### src/rtl/fetch_buffer_if.sv
// IF->ID fetch buffer handshake bundle: push side from IF, pop side to ID.
interface fetch_buffer_if #(
  parameter int DEPTH = 4
);
  localparam int CW = $clog2(DEPTH) + 1;

  logic          in_valid;
  logic [31:0]   in_pc;
  logic [31:0]   in_pc_plus4;
  logic [31:0]   in_instr;
  logic          in_ready;
  logic          stall_if;
  logic          flush;
  logic          out_ready;
  logic          out_valid;
  logic [31:0]   out_pc;
  logic [31:0]   out_pc_plus4;
  logic [31:0]   out_instr;
  logic [CW-1:0] count;

  modport master (
    output in_valid, in_pc, in_pc_plus4, in_instr, flush, out_ready,
    input  in_ready, stall_if, out_valid, out_pc, out_pc_plus4, out_instr, count
  );

  modport slave (
    input  in_valid, in_pc, in_pc_plus4, in_instr, flush, out_ready,
    output in_ready, stall_if, out_valid, out_pc, out_pc_plus4, out_instr, count
  );
endinterface

### src/rtl/fetch_buffer.sv
// Circular first-word-fall-through instruction buffer between IF and ID.
// Presents a NOP bubble with zero PCs whenever empty; flush drops everything.
module fetch_buffer #(
  parameter int          DEPTH     = 4,
  parameter logic [31:0] NOP_INSTR = 32'h0000_0013
) (
  input  logic          clk,
  input  logic          rst,
  fetch_buffer_if.slave bus
);
  localparam int AW = $clog2(DEPTH);
  localparam int CW = AW + 1;
  localparam logic [CW-1:0] FULL = CW'(DEPTH);

  typedef struct packed {
    logic [31:0] pc;
    logic [31:0] pc_plus4;
    logic [31:0] instr;
  } entry_t;

  entry_t        r_mem [DEPTH];
  logic [AW-1:0] r_rd;
  logic [AW-1:0] r_wr;
  logic [CW-1:0] r_count;

  logic   w_ready;
  logic   w_valid;
  logic   w_push;
  logic   w_pop;
  entry_t w_head;

  // Ready depends only on occupancy so IF never sees a path from ID back-pressure.
  assign w_ready = (r_count < FULL);
  assign w_valid = (r_count != '0);
  assign w_push  = bus.in_valid & w_ready & ~bus.flush;
  assign w_pop   = w_valid & bus.out_ready & ~bus.flush;
  assign w_head  = r_mem[r_rd];

  always_ff @(posedge clk or posedge rst) begin
    if (rst) begin
      r_rd    <= '0;
      r_wr    <= '0;
      r_count <= '0;
    end else if (bus.flush) begin
      r_rd    <= r_wr;
      r_count <= '0;
    end else begin
      if (w_push) r_wr <= r_wr + AW'(1);
      if (w_pop)  r_rd <= r_rd + AW'(1);
      case ({w_push, w_pop})
        2'b10:   r_count <= r_count + CW'(1);
        2'b01:   r_count <= r_count - CW'(1);
        default: r_count <= r_count;
      endcase
    end
  end

  // Storage is never reset; the output mux below hides stale entries.
  always_ff @(posedge clk) begin
    if (w_push) r_mem[r_wr] <= '{pc: bus.in_pc, pc_plus4: bus.in_pc_plus4, instr: bus.in_instr};
  end

  always_comb begin
    bus.in_ready     = w_ready;
    bus.stall_if     = ~w_ready;
    bus.out_valid    = w_valid;
    bus.count        = r_count;
    bus.out_pc       = 32'h0;
    bus.out_pc_plus4 = 32'h0;
    bus.out_instr    = NOP_INSTR;
    if (w_valid) begin
      bus.out_pc       = w_head.pc;
      bus.out_pc_plus4 = w_head.pc_plus4;
      bus.out_instr    = w_head.instr;
    end
  end
endmodule

### src/flat_wrapper.sv
// flat-port wrapper written by rule: the top's interface ports become plain ports
module fetch_buffer_flat 
#(
  parameter int          DEPTH     = 4,
  parameter logic [31:0] NOP_INSTR = 32'h0000_0013
)
  (clk, rst, bus_in_valid, bus_in_pc, bus_in_pc_plus4, bus_in_instr, bus_flush, bus_out_ready, bus_in_ready, bus_stall_if, bus_out_valid, bus_out_pc, bus_out_pc_plus4, bus_out_instr, bus_count);
  fetch_buffer_if #(.DEPTH(DEPTH)) bus_i ();
  input  logic clk;
  input  logic rst;
  input wire logic [$bits(bus_i.in_valid)-1:0] bus_in_valid;
  input wire logic [$bits(bus_i.in_pc)-1:0] bus_in_pc;
  input wire logic [$bits(bus_i.in_pc_plus4)-1:0] bus_in_pc_plus4;
  input wire logic [$bits(bus_i.in_instr)-1:0] bus_in_instr;
  input wire logic [$bits(bus_i.flush)-1:0] bus_flush;
  input wire logic [$bits(bus_i.out_ready)-1:0] bus_out_ready;
  output wire logic [$bits(bus_i.in_ready)-1:0] bus_in_ready;
  output wire logic [$bits(bus_i.stall_if)-1:0] bus_stall_if;
  output wire logic [$bits(bus_i.out_valid)-1:0] bus_out_valid;
  output wire logic [$bits(bus_i.out_pc)-1:0] bus_out_pc;
  output wire logic [$bits(bus_i.out_pc_plus4)-1:0] bus_out_pc_plus4;
  output wire logic [$bits(bus_i.out_instr)-1:0] bus_out_instr;
  output wire logic [$bits(bus_i.count)-1:0] bus_count;
  assign bus_i.in_valid = bus_in_valid;
  assign bus_i.in_pc = bus_in_pc;
  assign bus_i.in_pc_plus4 = bus_in_pc_plus4;
  assign bus_i.in_instr = bus_in_instr;
  assign bus_i.flush = bus_flush;
  assign bus_i.out_ready = bus_out_ready;
  assign bus_in_ready = bus_i.in_ready;
  assign bus_stall_if = bus_i.stall_if;
  assign bus_out_valid = bus_i.out_valid;
  assign bus_out_pc = bus_i.out_pc;
  assign bus_out_pc_plus4 = bus_i.out_pc_plus4;
  assign bus_out_instr = bus_i.out_instr;
  assign bus_count = bus_i.count;
  fetch_buffer #(.DEPTH(DEPTH), .NOP_INSTR(NOP_INSTR)) u_core (.clk(clk), .rst(rst), .bus(bus_i));
endmodule
### config.mk
export PLATFORM = sky130hd
export DESIGN_NAME = fetch_buffer_flat
export DESIGN_NICKNAME = d
export VERILOG_FILES = /design/src/rtl/fetch_buffer_if.sv /design/src/rtl/fetch_buffer.sv /design/src/flat_wrapper.sv
export SDC_FILE = /design/constraint.sdc
export NUM_CORES = 1
export LEC_CHECK = 0
export BUFFER_PORTS_ARGS = -buffer_cell sky130_fd_sc_hd__buf_2
export CAP_MARGIN = 20
export CORE_MARGIN = 4
export CORE_UTILIZATION = 35
export DETAILED_ROUTE_END_ITERATION = 12
export SLEW_MARGIN = 20
export SYNTH_ARGS = -nofsm -noshare
export SYNTH_HDL_FRONTEND = slang
export SYNTH_SLANG_ARGS = --single-unit
### constraint.sdc
create_clock -name clk -period 5.4 [get_ports clk]
set_input_delay 1.08 -clock clk [delete_from_list [all_inputs] [get_ports clk]]
set_output_delay 1.08 -clock clk [all_outputs]
set_load 0.01 [all_outputs]
==> results.json, run 1 <==
{
  "fmax_ghz": 0.253,
  "cts_buffer_depth": 3,
  "clk_latency_ns": 0.58,
  "fin_skew_ns": 0.0221,
  "rows": 75,
  "initial_core_util_pct": 35.6,
  "cap_violations": 0,
  "fillers": 3654,
  "antenna_found_initial": 3,
  "syn_avg_cell_area_sq_um": 22.5,
  "fin_crit_sh_pct": 73.2,
  "post_drt_wl_per_cell_microns": 20.8,
  "hp-class": "in2async",
  "h-tree-depth": 2,
  "drt-initial-drc-count": 446,
  "portBuffers": 202,
  "async_flop_share_pct": 1.79,
  "core-area_sq_um": 42100,
  "yosysSeqAreaShare_pct": 78.1,
  "via_per_inst": 4.84,
  "tightest_slew_ns": 0.909,
  "syn_inst": 667,
  "yosysUniqueCellTypes": 29,
  "synth_edf_count": 384,
  "grt_max_degree": 56,
  "overflow": 0,
  "post_cts_buffers": 0,
  "area_growth_pct": 20.1,
  "reg2reg_slack_ns": 2.24,
  "hold_viol": 0,
  "endpoint_kind": "output pin",
  "grt_pass1_vias": 7699,
  "ys_seq_elements": 391,
  "syn_area_sq_um": 15000,
  "route.detailed.drc": 0,
  "cp.required_ns": 4.32,
  "leakage_nw": 6.16,
  "drt-total-wl_microns": 30400,
  "ant_nets": 0,
  "power_w": 0.00895,
  "grt_first_pass_wirelength_microns": 46700,
  "yosys_warnings": 0,
  "p_per_area_nw_per_um2": 497,
  "num_vias": 7091,
  "max-slew-margin-rel_pct": 39.3,
  "root_buffer": "clkbuf_16",
  "nNetsFinal": 999,
  "synth_fp_nets": 773,
  "grt.total_usage_pct": 13.2,
  "ys.flop_type": "edfxtp_1",
  "ctsHoldBuffers": 0,
  "worst-endpoint-arrival_ns": 2.87,
  "status": "complete, no violations",
  "fin_ws_ns": 1.45,
  "critPathKind": "reg2out",
  "cts_sinks": 391,
  "ios": 203,
  "finalSetupViolations": 0,
  "die_w_microns": 215,
  "fin_crit_ns": 3.95,
  "dr.pass1.iters": 5,
  "ir_drop_mv": 0.291,
  "dp_hpwl_microns": 18000,
  "design.die.area_sq_um": 46200,
  "cts_resized": 0,
  "drive_gt1_share_pct": 41.6,
  "report.final.slew_viol_count": 0,
  "tritoncts": "done",
  "place.gp.congestion": 0.697,
  "cp_max_fo": 55,
  "rsz0062_at_grt": "no",
  "path_clk_slew_ns": 0.06,
  "dp_slack_ns": 1.69,
  "cts_buffers": 44,
  "fp.dieH_microns": 215,
  "startpoint_type": "flop",
  "finalSetupTns_ns": 0
}
critical path, stage by stage (launching register included):
cell and delay, ns:
dfrtp_1 0.60, nor3_2 0.14, inv_2 0.68, buf_4 0.52, and2_1 0.22, buf_2 0.13
per-stage QoR:
| stage | area, sq um | hold slack [ns] | instances | util, % |
|---|---|---|---|---|
| after floorplan | 15000 | 0.503 | 667 | - |
| after global placement | 16700 | 0.556 | 1386 | 39.5 |
| after detailed placement | 16700 | 0.554 | 1386 | 39.5 |
| after CTS | 18000 | 0.403 | 1463 | 42.7 |
| after global routing | 18000 | 0.430 | 1463 | 42.7 |
| final | 18000 | 0.440 | 1465 | 42.7 |
cell usage in the layout, fill, tap and decap left out, types with 3 or more instances in the layout:
cell,instances
edfxtp_1,384
buf_2,202
mux4_2,96
and2_1,93
clkbuf_16,44
clkbuf_1,9
clkinv_2,9
buf_4,9
nand2_1,6
o21ai_0,5
clkinv_1,5
buf_12,5
dfrtp_1,5
inv_1,4
and2_4,4
ha_1,4
clkinv_8,4
a21oi_1,3
or2_1,3
clkinv_4,3
power by group:
| group | total, W | internal, W | switching, W |
|---|---|---|---|
| Clock | 0.00273 | 0.00156 | 0.00117 |
| Combinational | 0.00238 | 0.00118 | 0.00120 |
| Sequential | 0.00384 | 0.00365 | 0.000197 |
synth_stat cells, types with 2 or more instances:
master / number / area share [%]
xor2_1: 2 / 0.12
a221oi_1: 2 / 0.12
ha_1: 4 / 0.33
o21ai_0: 5 / 0.17
and2_1: 97 / 4.0
dfrtp_1: 7 / 1.2
nor2b_1: 2 / 0.083
xnor2_1: 2 / 0.12
clkbuf_1: 17 / 0.43
nand2_1: 6 / 0.15
nand3_1: 2 / 0.067
buf_6: 3 / 0.23
buf_4: 2 / 0.10
edfxtp_1: 384 / 77
buf_2: 13 / 0.43
inv_1: 5 / 0.13
mux4_2: 96 / 14
nor3_1: 2 / 0.067
a21oi_1: 3 / 0.10
a211oi_1: 2 / 0.10
or2_1: 3 / 0.13
final timing paths:
path	from	end	cells after the start
max	u_core.bus.count[2]	bus_out_instr[25]	5
min	rst	u_core.r_rd[0]	2
max reg2reg	u_core.bus.count[2]	u_core.bus.count[1]	8
min reg2reg	u_core.r_wr[0]	u_core.r_rd[0]	2
max in group asynchronous	rst	u_core.r_rd[1]	2
min in group clk	u_core.r_wr[0]	u_core.r_rd[0]	2
registers in the layout, indices dropped and copies added, names as in the netlist:
signal / count
u_core.r_mem: 384
u_core.r_rd: 2
u_core.r_wr: 2
u_core.bus.count: 3
kinds of logic (layout without fill, tap and decap cells):
| family | count (synthesis) | in the layout | share of synthesized area [%] |
|---|---|---|---|
| AO/OA/AOI/OAI | 13 | 13 | 0.551 |
| multiplexers | 97 | 97 | 14.5 |
| other | 0 | 2 | 0 |
| XOR/XNOR | 4 | 4 | 0.234 |
| AND/OR/NAND/NOR | 116 | 116 | 4.72 |
| buffers and inverters | 41 | 298 | 1.44 |
| flip-flops | 391 | 391 | 78.1 |
| adder cells (fa/ha/maj) | 5 | 5 | 0.467 |
metal layers:
metal	vias up	routed length, microns	GRT usage [%]
met5	-	28	0
met4	4	614	3.39
met3	52	2480	4.75
met2	222	14200	20.4
met1	3643	13100	18.0
li1	3170	-	-
final cells by class:
type / instances / area (sq um) / share of cell area (%)
tap: 539 / 674 / 3.75
timing repair buffer: 216 / 1180 / 6.55
inverter: 5 / 18.8 / 0.104
sequential: 391 / 11700 / 65.1
antenna: 2 / 5.00 / 0.0278
clock inverter: 24 / 200 / 1.11
clock buffer: 53 / 1130 / 6.30
multi-input combinational: 235 / 3080 / 17.1
No activity file was read; power rests on OpenSTA's default activity.
==> run 2, diff against run 1 <==
--- a/config.mk
+++ b/config.mk
@@ -5,6 +5,7 @@
 export SDC_FILE = /design/constraint.sdc
 export NUM_CORES = 1
 export LEC_CHECK = 0
+export ABC_AREA = 1
 export BUFFER_PORTS_ARGS = -buffer_cell sky130_fd_sc_hd__buf_2
 export CAP_MARGIN = 20
 export CORE_MARGIN = 4
==> constraint.sdc (replaced) <==
create_clock -name clk -period 3.8 [get_ports clk]
set_input_delay 0.76 -clock clk [delete_from_list [all_inputs] [get_ports clk]]
set_output_delay 0.76 -clock clk [all_outputs]
set_load 0.01 [all_outputs]
==> run 2 against run 1 <==
Against the previous run: final cell count up 37%; largest power group unchanged; combinational power up 97%; utilization shrank 0.31 points; critical path type unchanged; power is 55% higher; critical path depth unchanged; via count grew 35%; sequential share of layout area down 1.1 points; wire length increased by 17%; largest cell class unchanged; first-iteration DRC count rose by 67%.
==> results.json, run 2 <==
{
  "drt-total-wl_microns": 35600,
  "multi_input_area_sq_um": 3160,
  "final_common_cell": "nor2_1",
  "yosys.area_share.simple_pct": 10.2,
  "syn_area_sq_um": 15300,
  "power_w": 0.0139,
  "ys.flop_type": "edfxtp_1",
  "nNetsFinal": 1493,
  "yosys_warnings": 0,
  "max-slew-margin-rel_pct": 51.3,
  "path_clk_slew_ns": 0.06,
  "startpoint_type": "flop",
  "cp.required_ns": 3.04,
  "post_drt_wl_per_cell_microns": 17.7,
  "syn_avg_cell_area_sq_um": 12.9,
  "dpl_cell_area_sq_um": 17000,
  "cts_sinks": 391,
  "die_w_microns": 217,
  "synth_area_leader_cell": "edfxtp_1",
  "ios": 203,
  "root_buffer": "clkbuf_16",
  "h-tree-depth": 2,
  "ys_seq_elements": 391,
  "design.die.area_sq_um": 47200,
  "portBuffers": 202,
  "area_growth_pct": 19.4,
  "async_flop_share_pct": 1.79,
  "leakage_nw": 6.50,
  "fp.dieH_microns": 217,
  "place_inst": 1927,
  "initial_core_util_pct": 35.5,
  "cts_buffers": 43,
  "ctsHoldBuffers": 0,
  "synthAdderAreaFrac_pct": 0.457,
  "finalSetupTns_ns": 0,
  "fin_area_sq_um": 18300,
  "reg2reg_to": "u_core.r_mem[0][36]",
  "cts_resized": 0,
  "drive_gt1_share_pct": 20.8,
  "fin_crit_sh_pct": 83.2,
  "rr_worst_depth": 6,
  "synth_area_leaders": "edfxtp_1 75%, nor2_1 9.5%, o21ai_1 3.7%",
  "worst-endpoint-arrival_ns": 2.40,
  "fillers": 3998,
  "hp-class": "in2async",
  "syn_inst": 1193,
  "dp_hpwl_microns": 19400,
  "r2r_start": "u_core.bus.count[2]",
  "core-area_sq_um": 43200,
  "fin_crit_ns": 3.16,
  "tritoncts": "done",
  "reg2reg_slack_ns": 1.58,
  "grt_first_pass_wirelength_microns": 55000,
  "place.gp.congestion": 0.747,
  "finalSetupViolations": 0,
  "top_register": "u_core.r_mem",
  "tightest_slew_ns": 0.731,
  "rsz0062_at_grt": "no",
  "critPathKind": "reg2out",
  "grt_max_degree": 115,
  "overflow": 0,
  "synth_top_family_by_area": "simple AND/OR/NAND/NOR gates",
  "route.detailed.drc": 0,
  "synth_fp_nets": 1299,
  "largest_reg_flops": 384,
  "final_cell_mix": "386 x nor2_1, 384 x edfxtp_1, 202 x buf_2",
  "ant_nets": 0,
  "yosysMostFrequentCell": "nor2_1",
  "cap_violations": 0,
  "clk_latency_ns": 0.56,
  "hold_viol": 0,
  "dr.pass1.iters": 4,
  "utilization_pct": 42.4,
  "synth.top_cells.by_count": "390 x nor2_1, 384 x edfxtp_1, 114 x o21ai_1",
  "yosysUniqueCellTypes": 27,
  "grt_pass1_vias": 9636,
  "final_cells": 2003,
  "synth_mux_area_share_pct": 0,
  "yosysSeqAreaShare_pct": 76.4,
  "p_per_area_nw_per_um2": 760,
  "cts_buffer_depth": 3,
  "rows": 76,
  "antenna_found_initial": 8,
  "fin_skew_ns": 0.0123,
  "num_vias": 9603,
  "cp_max_fo": 84,
  "fmax_ghz": 0.316,
  "synth_compound_area_share_pct": 9.71,
  "seqCellArea_sq_um": 11700,
  "ir_drop_mv": 0.424,
  "synth_edf_count": 384,
  "post_cts_buffers": 0,
  "grt.total_usage_pct": 14.9,
  "endpoint_kind": "output pin",
  "status": "complete, no violations",
  "synth_xor_area_share_pct": 0.0571,
  "synth_top_cell_area_share_pct": 75.2,
  "drt-initial-drc-count": 744,
  "via_per_inst": 4.79,
  "report.final.slew_viol_count": 0
}
==> run 2: changes by cell type in the layout (fill, tap and decap cells not counted), sizes merged, moves of 8 or more <==
cell / change
a21oi: +92
and2: -97
buf: +8
inv: +12
mux4: -96
nand2: +9
nor2: +390
o21ai: +187
==> run 2: cell type report <==
type,instances,area share [%]
sequential,391,64.0
multi-input combinational,711,17.2
timing repair buffer,224,7.24
clock buffer,52,6.18
tap,585,4.00
clock inverter,22,0.977
inverter,16,0.369
antenna,2,0.0273
==> run 2: critical path: stages (launching register included) <==
cell,delay [ns]
dfrtp_4,0.52
inv_6,0.51
buf_12,0.29
o21ai_1,0.10
a21oi_1,0.22
buf_2,0.18
==> run 2: logic make-up (layout without fill, tap and decap cells) <==
kind of cell | count (synthesis) | in the layout
AND/OR/NAND/NOR | 412 | 412
buffers and inverters | 91 | 314
flip-flops | 391 | 391
other | 0 | 2
AO/OA/AOI/OAI | 293 | 293
XOR/XNOR | 1 | 1
adder cells (fa/ha/maj) | 5 | 5
==> run 2: through the flow <==
stage,setup slack [ns],hold WS [ns]
3_3_place_gp,1.20,0.526
6_report,0.638,0.148
2_1_floorplan,-0.250,0.494
4_1_cts,0.566,0.126
5_1_grt,0.427,0.162
3_5_place_dp,1.17,0.532
==> run 2: how the worst max path moves through the flow <==
stage               depth (start not counted)                   end           start  slack, ns
finish                                      5  bus_out_pc_plus4[23]  u_core.r_rd[0]       0.64
global route                                5  bus_out_pc_plus4[23]  u_core.r_rd[0]       0.43
CTS                                         5  bus_out_pc_plus4[23]  u_core.r_rd[0]       0.57
detailed placement                          5  bus_out_pc_plus4[23]  u_core.r_rd[0]       1.17
global placement                            5  bus_out_pc_plus4[23]  u_core.r_rd[0]       1.20
floorplan                                   4    u_core.r_mem[0][0]    bus_in_valid      -0.25
==> run 2: routing by layer <==
metal / GRT usage, % / up-vias / share of wire, %
li1: - / 4634 / -
met5: 0 / - / 0.18
met1: 18.7 / 4664 / 43
met2: 25.1 / 231 / 49
met3: 4.01 / 62 / 6.2
met4: 4.85 / 12 / 2.2
==> run 2: where the power goes <==
| part | switching, W | internal, W |
|---|---|---|
| sequential | 0.000122 | 0.00523 |
| clock | 0.00161 | 0.00226 |
| combinational | 0.00318 | 0.00153 |
